## config.mk

```make
export PLATFORM = sky130hd
export DESIGN_NAME = fb_scan_arbiter_flat
export DESIGN_NICKNAME = d
export VERILOG_FILES = /design/src/rtl/fb_scan_arbiter_if.sv /design/src/rtl/fb_scan_arbiter.sv /design/src/flat_wrapper.sv
export SDC_FILE = /design/constraint.sdc
export NUM_CORES = 1
export LEC_CHECK = 0
export ABC_CLOCK_PERIOD_IN_PS = 3600
export BUFFER_PORTS_ARGS = -buffer_cell sky130_fd_sc_hd__buf_2
export CAP_MARGIN = 20
export CELL_PAD_IN_SITES_DETAIL_PLACEMENT = 1
export CELL_PAD_IN_SITES_GLOBAL_PLACEMENT = 2
export CORE_MARGIN = 3
export CORE_UTILIZATION = 41
export CTS_CLUSTER_DIAMETER = 200
export DETAILED_ROUTE_END_ITERATION = 6
export PLACE_DENSITY = 0.86
export SKIP_LAST_GASP = 1
export SLEW_MARGIN = 5
export SYNTH_ARGS = -nofsm -noshare
export SYNTH_HDL_FRONTEND = slang
export SYNTH_SLANG_ARGS = --single-unit
```

## constraint.sdc

```tcl
create_clock -name clk -period 3.6 [get_ports clk]
set_clock_uncertainty 0.2 [all_clocks]
set_input_delay 0 -clock clk [delete_from_list [all_inputs] [get_ports clk]]
set_output_delay 0 -clock clk [all_outputs]
set_load 0.03 [all_outputs]
```

## src/rtl/fb_scan_arbiter_if.sv

```systemverilog
// Bus bundle between fb_scan_arbiter (slave) and its environment (master):
// VGA scanout, rasteriser write port and SRAM macro signals.
interface fb_scan_arbiter_if #(
  parameter int ADDR_WIDTH = 14
);
  logic                  scan_next_pixel_in;
  logic                  scan_reset_in;
  logic [3:0]            scan_pixel_out;
  logic                  scan_underrun_out;
  logic                  wr_valid_in;
  logic                  wr_ready_out;
  logic [ADDR_WIDTH+1:0] wr_addr_in;
  logic [3:0]            wr_pixel_in;
  logic                  mem_en_out;
  logic                  mem_we_out;
  logic [ADDR_WIDTH-1:0] mem_addr_out;
  logic [3:0]            mem_wmask_out;
  logic [15:0]           mem_wdata_out;
  logic [15:0]           mem_rdata_in;

  modport slave (
    input  scan_next_pixel_in, scan_reset_in, wr_valid_in, wr_addr_in,
           wr_pixel_in, mem_rdata_in,
    output scan_pixel_out, scan_underrun_out, wr_ready_out, mem_en_out,
           mem_we_out, mem_addr_out, mem_wmask_out, mem_wdata_out
  );

  modport master (
    output scan_next_pixel_in, scan_reset_in, wr_valid_in, wr_addr_in,
           wr_pixel_in, mem_rdata_in,
    input  scan_pixel_out, scan_underrun_out, wr_ready_out, mem_en_out,
           mem_we_out, mem_addr_out, mem_wmask_out, mem_wdata_out
  );
endinterface

```

## src/rtl/fb_scan_arbiter.sv

```systemverilog
// Frame-buffer SRAM arbiter: scanout prefetch FIFO has priority over draw writes.
// Optional frame clear engine enabled by defining FB_CLEAR_EN.
module fb_scan_arbiter #(
  parameter int ADDR_WIDTH  = 14,
  parameter int FRAME_WORDS = 4800,
  parameter int FIFO_DEPTH  = 4
) (
  input  logic       clk,
  input  logic       rst,
`ifdef FB_CLEAR_EN
  input  logic       clear_req_in,
  input  logic [3:0] clear_value_in,
  output logic       clear_busy_out,
`endif
  fb_scan_arbiter_if.slave bus
);
  localparam int PW = $clog2(FIFO_DEPTH);
  localparam logic [ADDR_WIDTH-1:0] LAST_WORD   = ADDR_WIDTH'(FRAME_WORDS - 1);
  localparam logic [ADDR_WIDTH:0]   FRAME_LIMIT = (ADDR_WIDTH+1)'(FRAME_WORDS);
  localparam logic [0:0] RUN = 1'b0;
`ifdef FB_CLEAR_EN
  localparam logic [0:0] CLEAR = 1'b1;
`endif

  logic [0:0]            state;
  logic [ADDR_WIDTH-1:0] rd_ptr;
  logic [1:0]            nib;
  logic                  next_q;
  logic                  underrun;
  logic [15:0]           fifo [FIFO_DEPTH];
  logic [PW-1:0]         head, tail;
  logic [PW:0]           count;
  // Live reads at the strobe stage and at the data-return stage; a scan
  // reset clears them so returns belonging to the old frame are discarded.
  logic                  issue_q, return_q;

  logic [PW+1:0]         occupancy;
  logic                  rd_grant, wr_accept, rise, pop, push;
  logic [ADDR_WIDTH-1:0] wr_word;
  logic                  wr_in_frame;

`ifdef FB_CLEAR_EN
  logic [ADDR_WIDTH-1:0] clr_ptr;
  logic [3:0]            clr_val;
  assign clear_busy_out = (state == CLEAR);
`endif

  assign occupancy   = (PW+2)'(count) + (PW+2)'(issue_q) + (PW+2)'(return_q);
  assign rd_grant    = !bus.scan_reset_in && (occupancy < (PW+2)'(FIFO_DEPTH));
  assign bus.wr_ready_out = (state == RUN) && !rst && !rd_grant;
  assign wr_accept   = bus.wr_valid_in && bus.wr_ready_out;
  assign wr_word     = bus.wr_addr_in[ADDR_WIDTH+1:2];
  assign wr_in_frame = {1'b0, wr_word} < FRAME_LIMIT;

  assign rise = bus.scan_next_pixel_in && !next_q && !bus.scan_reset_in;
  assign pop  = rise && (count != '0) && (nib == 2'd3);
  assign push = return_q && !bus.scan_reset_in;

  assign bus.scan_pixel_out    = (count == '0) ? 4'h0 : fifo[head][{nib, 2'b00} +: 4];
  assign bus.scan_underrun_out = underrun;

  always_ff @(posedge clk) begin
    if (rst) begin
      bus.mem_en_out    <= 1'b0;
      bus.mem_we_out    <= 1'b0;
      bus.mem_addr_out  <= '0;
      bus.mem_wmask_out <= '0;
      bus.mem_wdata_out <= '0;
    end else begin
      bus.mem_en_out    <= 1'b0;
      bus.mem_we_out    <= 1'b0;
      bus.mem_addr_out  <= '0;
      bus.mem_wmask_out <= '0;
      bus.mem_wdata_out <= '0;
      if (rd_grant) begin
        bus.mem_en_out   <= 1'b1;
        bus.mem_addr_out <= rd_ptr;
      end
`ifdef FB_CLEAR_EN
      else if (state == CLEAR) begin
        bus.mem_en_out    <= 1'b1;
        bus.mem_we_out    <= 1'b1;
        bus.mem_addr_out  <= clr_ptr;
        bus.mem_wmask_out <= '1;
        bus.mem_wdata_out <= {4{clr_val}};
      end
`endif
      else if (wr_accept && wr_in_frame) begin
        bus.mem_en_out    <= 1'b1;
        bus.mem_we_out    <= 1'b1;
        bus.mem_addr_out  <= wr_word;
        bus.mem_wmask_out <= 4'b0001 << bus.wr_addr_in[1:0];
        bus.mem_wdata_out <= {4{bus.wr_pixel_in}};
      end
    end
  end

  always_ff @(posedge clk) begin
    if (push) fifo[tail] <= bus.mem_rdata_in;
  end

  always_ff @(posedge clk) begin
    if (rst) begin
      rd_ptr   <= '0;
      nib      <= '0;
      next_q   <= 1'b0;
      underrun <= 1'b0;
      head     <= '0;
      tail     <= '0;
      count    <= '0;
      issue_q  <= 1'b0;
      return_q <= 1'b0;
    end else begin
      next_q   <= bus.scan_next_pixel_in;
      issue_q  <= rd_grant;
      return_q <= issue_q && !bus.scan_reset_in;
      if (bus.scan_reset_in) begin
        rd_ptr <= '0;
        nib    <= '0;
        head   <= '0;
        tail   <= '0;
        count  <= '0;
      end else begin
        if (rd_grant) rd_ptr <= (rd_ptr == LAST_WORD) ? '0 : rd_ptr + ADDR_WIDTH'(1);
        if (rise) begin
          if (count == '0) underrun <= 1'b1;
          else             nib <= nib + 2'd1;
        end
        if (push) tail <= tail + PW'(1);
        if (pop)  head <= head + PW'(1);
        count <= count + (PW+1)'(push) - (PW+1)'(pop);
      end
    end
  end

  always_ff @(posedge clk) begin
    if (rst) begin
      state <= RUN;
`ifdef FB_CLEAR_EN
      clr_ptr <= '0;
      clr_val <= '0;
    end else if (state == RUN) begin
      if (clear_req_in) begin
        state   <= CLEAR;
        clr_val <= clear_value_in;
        clr_ptr <= '0;
      end
    end else if (!rd_grant) begin
      // The sweep only advances in cycles the write slot was actually used.
      clr_ptr <= clr_ptr + ADDR_WIDTH'(1);
      if (clr_ptr == LAST_WORD) state <= RUN;
    end
`else
    end else begin
      state <= RUN;
    end
`endif
  end
endmodule

```

## src/flat_wrapper.sv

```systemverilog
// flat-port wrapper written by rule: the top's interface ports become plain ports
module fb_scan_arbiter_flat 
#(
  parameter int ADDR_WIDTH  = 14,
  parameter int FRAME_WORDS = 4800,
  parameter int FIFO_DEPTH  = 4
)
  (clk, rst, bus_scan_next_pixel_in, bus_scan_reset_in, bus_wr_valid_in, bus_wr_addr_in, bus_wr_pixel_in, bus_mem_rdata_in, bus_scan_pixel_out, bus_scan_underrun_out, bus_wr_ready_out, bus_mem_en_out, bus_mem_we_out, bus_mem_addr_out, bus_mem_wmask_out, bus_mem_wdata_out);
  fb_scan_arbiter_if #(.ADDR_WIDTH(ADDR_WIDTH)) bus_i ();
  input  logic clk;
  input  logic rst;
  input wire logic [$bits(bus_i.scan_next_pixel_in)-1:0] bus_scan_next_pixel_in;
  input wire logic [$bits(bus_i.scan_reset_in)-1:0] bus_scan_reset_in;
  input wire logic [$bits(bus_i.wr_valid_in)-1:0] bus_wr_valid_in;
  input wire logic [$bits(bus_i.wr_addr_in)-1:0] bus_wr_addr_in;
  input wire logic [$bits(bus_i.wr_pixel_in)-1:0] bus_wr_pixel_in;
  input wire logic [$bits(bus_i.mem_rdata_in)-1:0] bus_mem_rdata_in;
  output wire logic [$bits(bus_i.scan_pixel_out)-1:0] bus_scan_pixel_out;
  output wire logic [$bits(bus_i.scan_underrun_out)-1:0] bus_scan_underrun_out;
  output wire logic [$bits(bus_i.wr_ready_out)-1:0] bus_wr_ready_out;
  output wire logic [$bits(bus_i.mem_en_out)-1:0] bus_mem_en_out;
  output wire logic [$bits(bus_i.mem_we_out)-1:0] bus_mem_we_out;
  output wire logic [$bits(bus_i.mem_addr_out)-1:0] bus_mem_addr_out;
  output wire logic [$bits(bus_i.mem_wmask_out)-1:0] bus_mem_wmask_out;
  output wire logic [$bits(bus_i.mem_wdata_out)-1:0] bus_mem_wdata_out;
  assign bus_i.scan_next_pixel_in = bus_scan_next_pixel_in;
  assign bus_i.scan_reset_in = bus_scan_reset_in;
  assign bus_i.wr_valid_in = bus_wr_valid_in;
  assign bus_i.wr_addr_in = bus_wr_addr_in;
  assign bus_i.wr_pixel_in = bus_wr_pixel_in;
  assign bus_i.mem_rdata_in = bus_mem_rdata_in;
  assign bus_scan_pixel_out = bus_i.scan_pixel_out;
  assign bus_scan_underrun_out = bus_i.scan_underrun_out;
  assign bus_wr_ready_out = bus_i.wr_ready_out;
  assign bus_mem_en_out = bus_i.mem_en_out;
  assign bus_mem_we_out = bus_i.mem_we_out;
  assign bus_mem_addr_out = bus_i.mem_addr_out;
  assign bus_mem_wmask_out = bus_i.mem_wmask_out;
  assign bus_mem_wdata_out = bus_i.mem_wdata_out;
  fb_scan_arbiter #(.ADDR_WIDTH(ADDR_WIDTH), .FRAME_WORDS(FRAME_WORDS), .FIFO_DEPTH(FIFO_DEPTH)) u_core (.clk(clk), .rst(rst), .bus(bus_i));
endmodule
```

==> flow_summary.ini <==
[status]
outcome = complete, no violations

[power_and_ir_drop]
p_int_uw = 2484
cellPowerDensity_nw_per_um2 = 512.9
p_seq_share_pct = 45.3
p_clk_share_pct = 50.7
swShare_pct = 20.89
combPwrFrac_pct = 4.0
peakVddDrop_mv = 0.2689
netSwitchingPower_uw = 656.1
p_leak_uw = 0.002366
total_power_uw = 3140

[worst_setup_path]
crit_top_cell = dlygate4sd3_1
critPathKind = input port to flop
cp_max_fo = 22
critPathMaxStageDelay_ns = 0.71
critPathCaptureType = flop
cp.required_ns = 3.74
startpoint_type = input port
arrival_ns = 3.49
critPathSlowestCell = and2b_1
crit_chain = dlygate4sd3_1 -> buf_2 -> o21ai_0 -> nor4bb_1 -> dlygate4sd3_1 -> o21ai_0 -> and2b_1 -> nor3b_1 -> dlygate4sd3_1

[logic_synthesis]
synth_cells = 322
synth_area_leaders = edfxtp_1 (41%), dfxtp_1 (23%), mux4_2 (7.7%)
async_reset_ff_share_pct = 0
ys_seq_elements = 117
synth_flop_cell = edfxtp_1
seq_area_frac_synth_pct = 64.14
synth_area_leader_cell = edfxtp_1
yosysTopAreaCellShare_pct = 41.32
syn_area_um2 = 4651
syn-num-nets = 374
yosysUniqueCellTypes = 43
synth.avg_cell_area_um2 = 14.44
synth_warnings = 0
synth_edf_count = 64

[global_routing]
globalRoute.totalOverflow = 0
grt_pass1_vias = 3408
grtUsageTotal_pct = 18.84
antenna_found_initial = 0
grt_pass1_wl_um = 18350
grt_max_degree = 23

[finish]
mostFrequentLayoutCells = buf_2 (82), edfxtp_1 (64), dfxtp_1 (53), dlygate4sd3_1 (43), nor2_1 (23)
nets = 498
final_common_cell = buf_2
area_growth_pct = 31.64
drive_gt1_share_pct = 30.07
diodes = 0

[place]
gp_congestion = 0.7605
portBuffers = 82
dpl.hpwl_um = 7137

[detailed_routing]
wl_per_cell_um = 18.51
drtIter0Drc = 130
drcViolationCount = 0
vias_per_cell = 5.057
drtAntennaViolNets = 0
vias = 3029
wirelength_um = 11090
dr.pass1.iters = 4

[sta]
tightest_slew_ns = 1.077
finalSetupViolCount = 0
hold_viol = 0
finalCritPeriodShare_pct = 93.10
tns_ns = 0
rsz0062_at_grt = no
max_freq_mhz = 298.4
final-max-slew-violation-count = 0
layout_min_cycle_time_ns = 3.352
relSlewSlack_pct = 27.90

[clocking]
post-cts-setup-buffers = 0
cts_sinks = 117
cts_resized = 0
ctsLongestPathBuffers = 2
cts_buffers = 17
clk_pin_slew_ns = 0.05
htreeDepth = 4
tritoncts = built
ctsHoldBuffers = 43
cts_root_buf = clkbuf_16
insertion_delay_ns = 0.40

[die]
dieHeight_um = 112.5
fp.dieArea_um2 = 12660
rows = 38
num_io_pins = 83
start_util_pct = 42.34
die_x_um = 112.5
coreArea_um2 = 10980

[job]
max_cap_violations = 0

[worst_hold_path]
hp-class = input port to flop
[per-stage QoR]
step | setup slack, ns | utilization, % | cells | hold slack (ns) | cell area (um2)
after floorplan | 1.316 | - | 322 | -0.1284 | 4651
after global placement | 0.8585 | 46.67 | 524 | -0.0004073 | 5126
after detailed placement | 0.7508 | 46.67 | 524 | 0.007095 | 5126
after CTS | 0.3586 | 55.74 | 599 | 0.1220 | 6122
after global routing | 0.05023 | 55.74 | 599 | 0.1542 | 6122
final | 0.2483 | 55.74 | 599 | 0.1370 | 6122
[cell type report]
type                    instances  area [um2]
inverters                       6       22.52
well taps                     140       175.2
flip-flops and latches        117        2983
fillers                      1106        4861
multi-input cells             174        1498
clock inverters                15       140.1
clock buffers                  17       425.4
repair buffers                130       878.3
[Yosys cell counts, drive strengths merged, types with 4 or more instances]
library cell  number
a21oi              7
a22o              13
and2              13
buf               19
clkbuf             6
dfxtp             53
edfxtp            64
ha                10
inv                6
mux2i             11
mux4              16
nand2              8
nor2              23
nor2b              6
nor3b              4
o21ai             10
o22ai              4
o31ai              4
xor2              12
[per-layer routing]
metal / part of all wire [%] / vias up / global-route usage [%] / wire length, um
met5: 0 / - / 0 / 0
met4: 1.1 / 0 / 5.849 / 120
met3: 4.0 / 11 / 5.553 / 445
met2: 53 / 67 / 33.49 / 5914
met1: 42 / 1521 / 21.93 / 4605
li1: - / 1430 / - / -
[state kept, by name, summed over array words and instances (netlist names), 2 cells and up, named ones only]
name and count:
u_core.rd_ptr 14, u_core.count 3, u_core.nib 2, u_core.tail 2
u_core.head 2, u_core.fifo 64, u_core.bus.mem_wmask_out 4, u_core.bus.mem_wdata_out 4
u_core.bus.mem_addr_out 14
[worst max-delay path, delay by kind of cell]
family | cells | cell delay (ns)
and+or+nand+nor | 3 | 1.34
AOI/OAI and AO/OA | 2 | 0.31
buffers and inverters | 4 | 1.83
[power by group through the flow]
stage	Sequential, uW	Clock [uW]	Combinational [uW]
final	1420	1590	125
after global routing	1420	1690	136
after CTS	1420	1620	124
after detailed placement	1450	0	87.6
after global placement	1450	0	83.8
after floorplan	1460	0	32.1
[logic make-up (layout without fill, tap and decap cells)]
logic type	count (synthesis)	in the layout	synth area share [%]
buffers and inverters	31	168	3.659
AOI/OAI and AO/OA	42	42	6.215
adders and majority gates	11	11	3.121
DFF	117	117	64.14
and+or+nand+nor	79	79	9.928
muxes	27	27	10.12
xor gates and xnor gates	15	15	2.825
[final timing paths]
check / from / end / slack [ns] / depth (start not counted)
setup / recovery: bus_wr_addr_in[12] / u_core.bus.mem_wmask_out[0] / 0.25 / 9
hold / removal: bus_wr_addr_in[6] / u_core.bus.mem_addr_out[4] / 0.14 / 3
setup reg to reg: u_core.return_q / u_core.bus.mem_wmask_out[0] / 0.35 / 7
hold reg to reg: u_core.issue_q / u_core.return_q / 0.29 / 1
(Power assumes the default switching activity.)
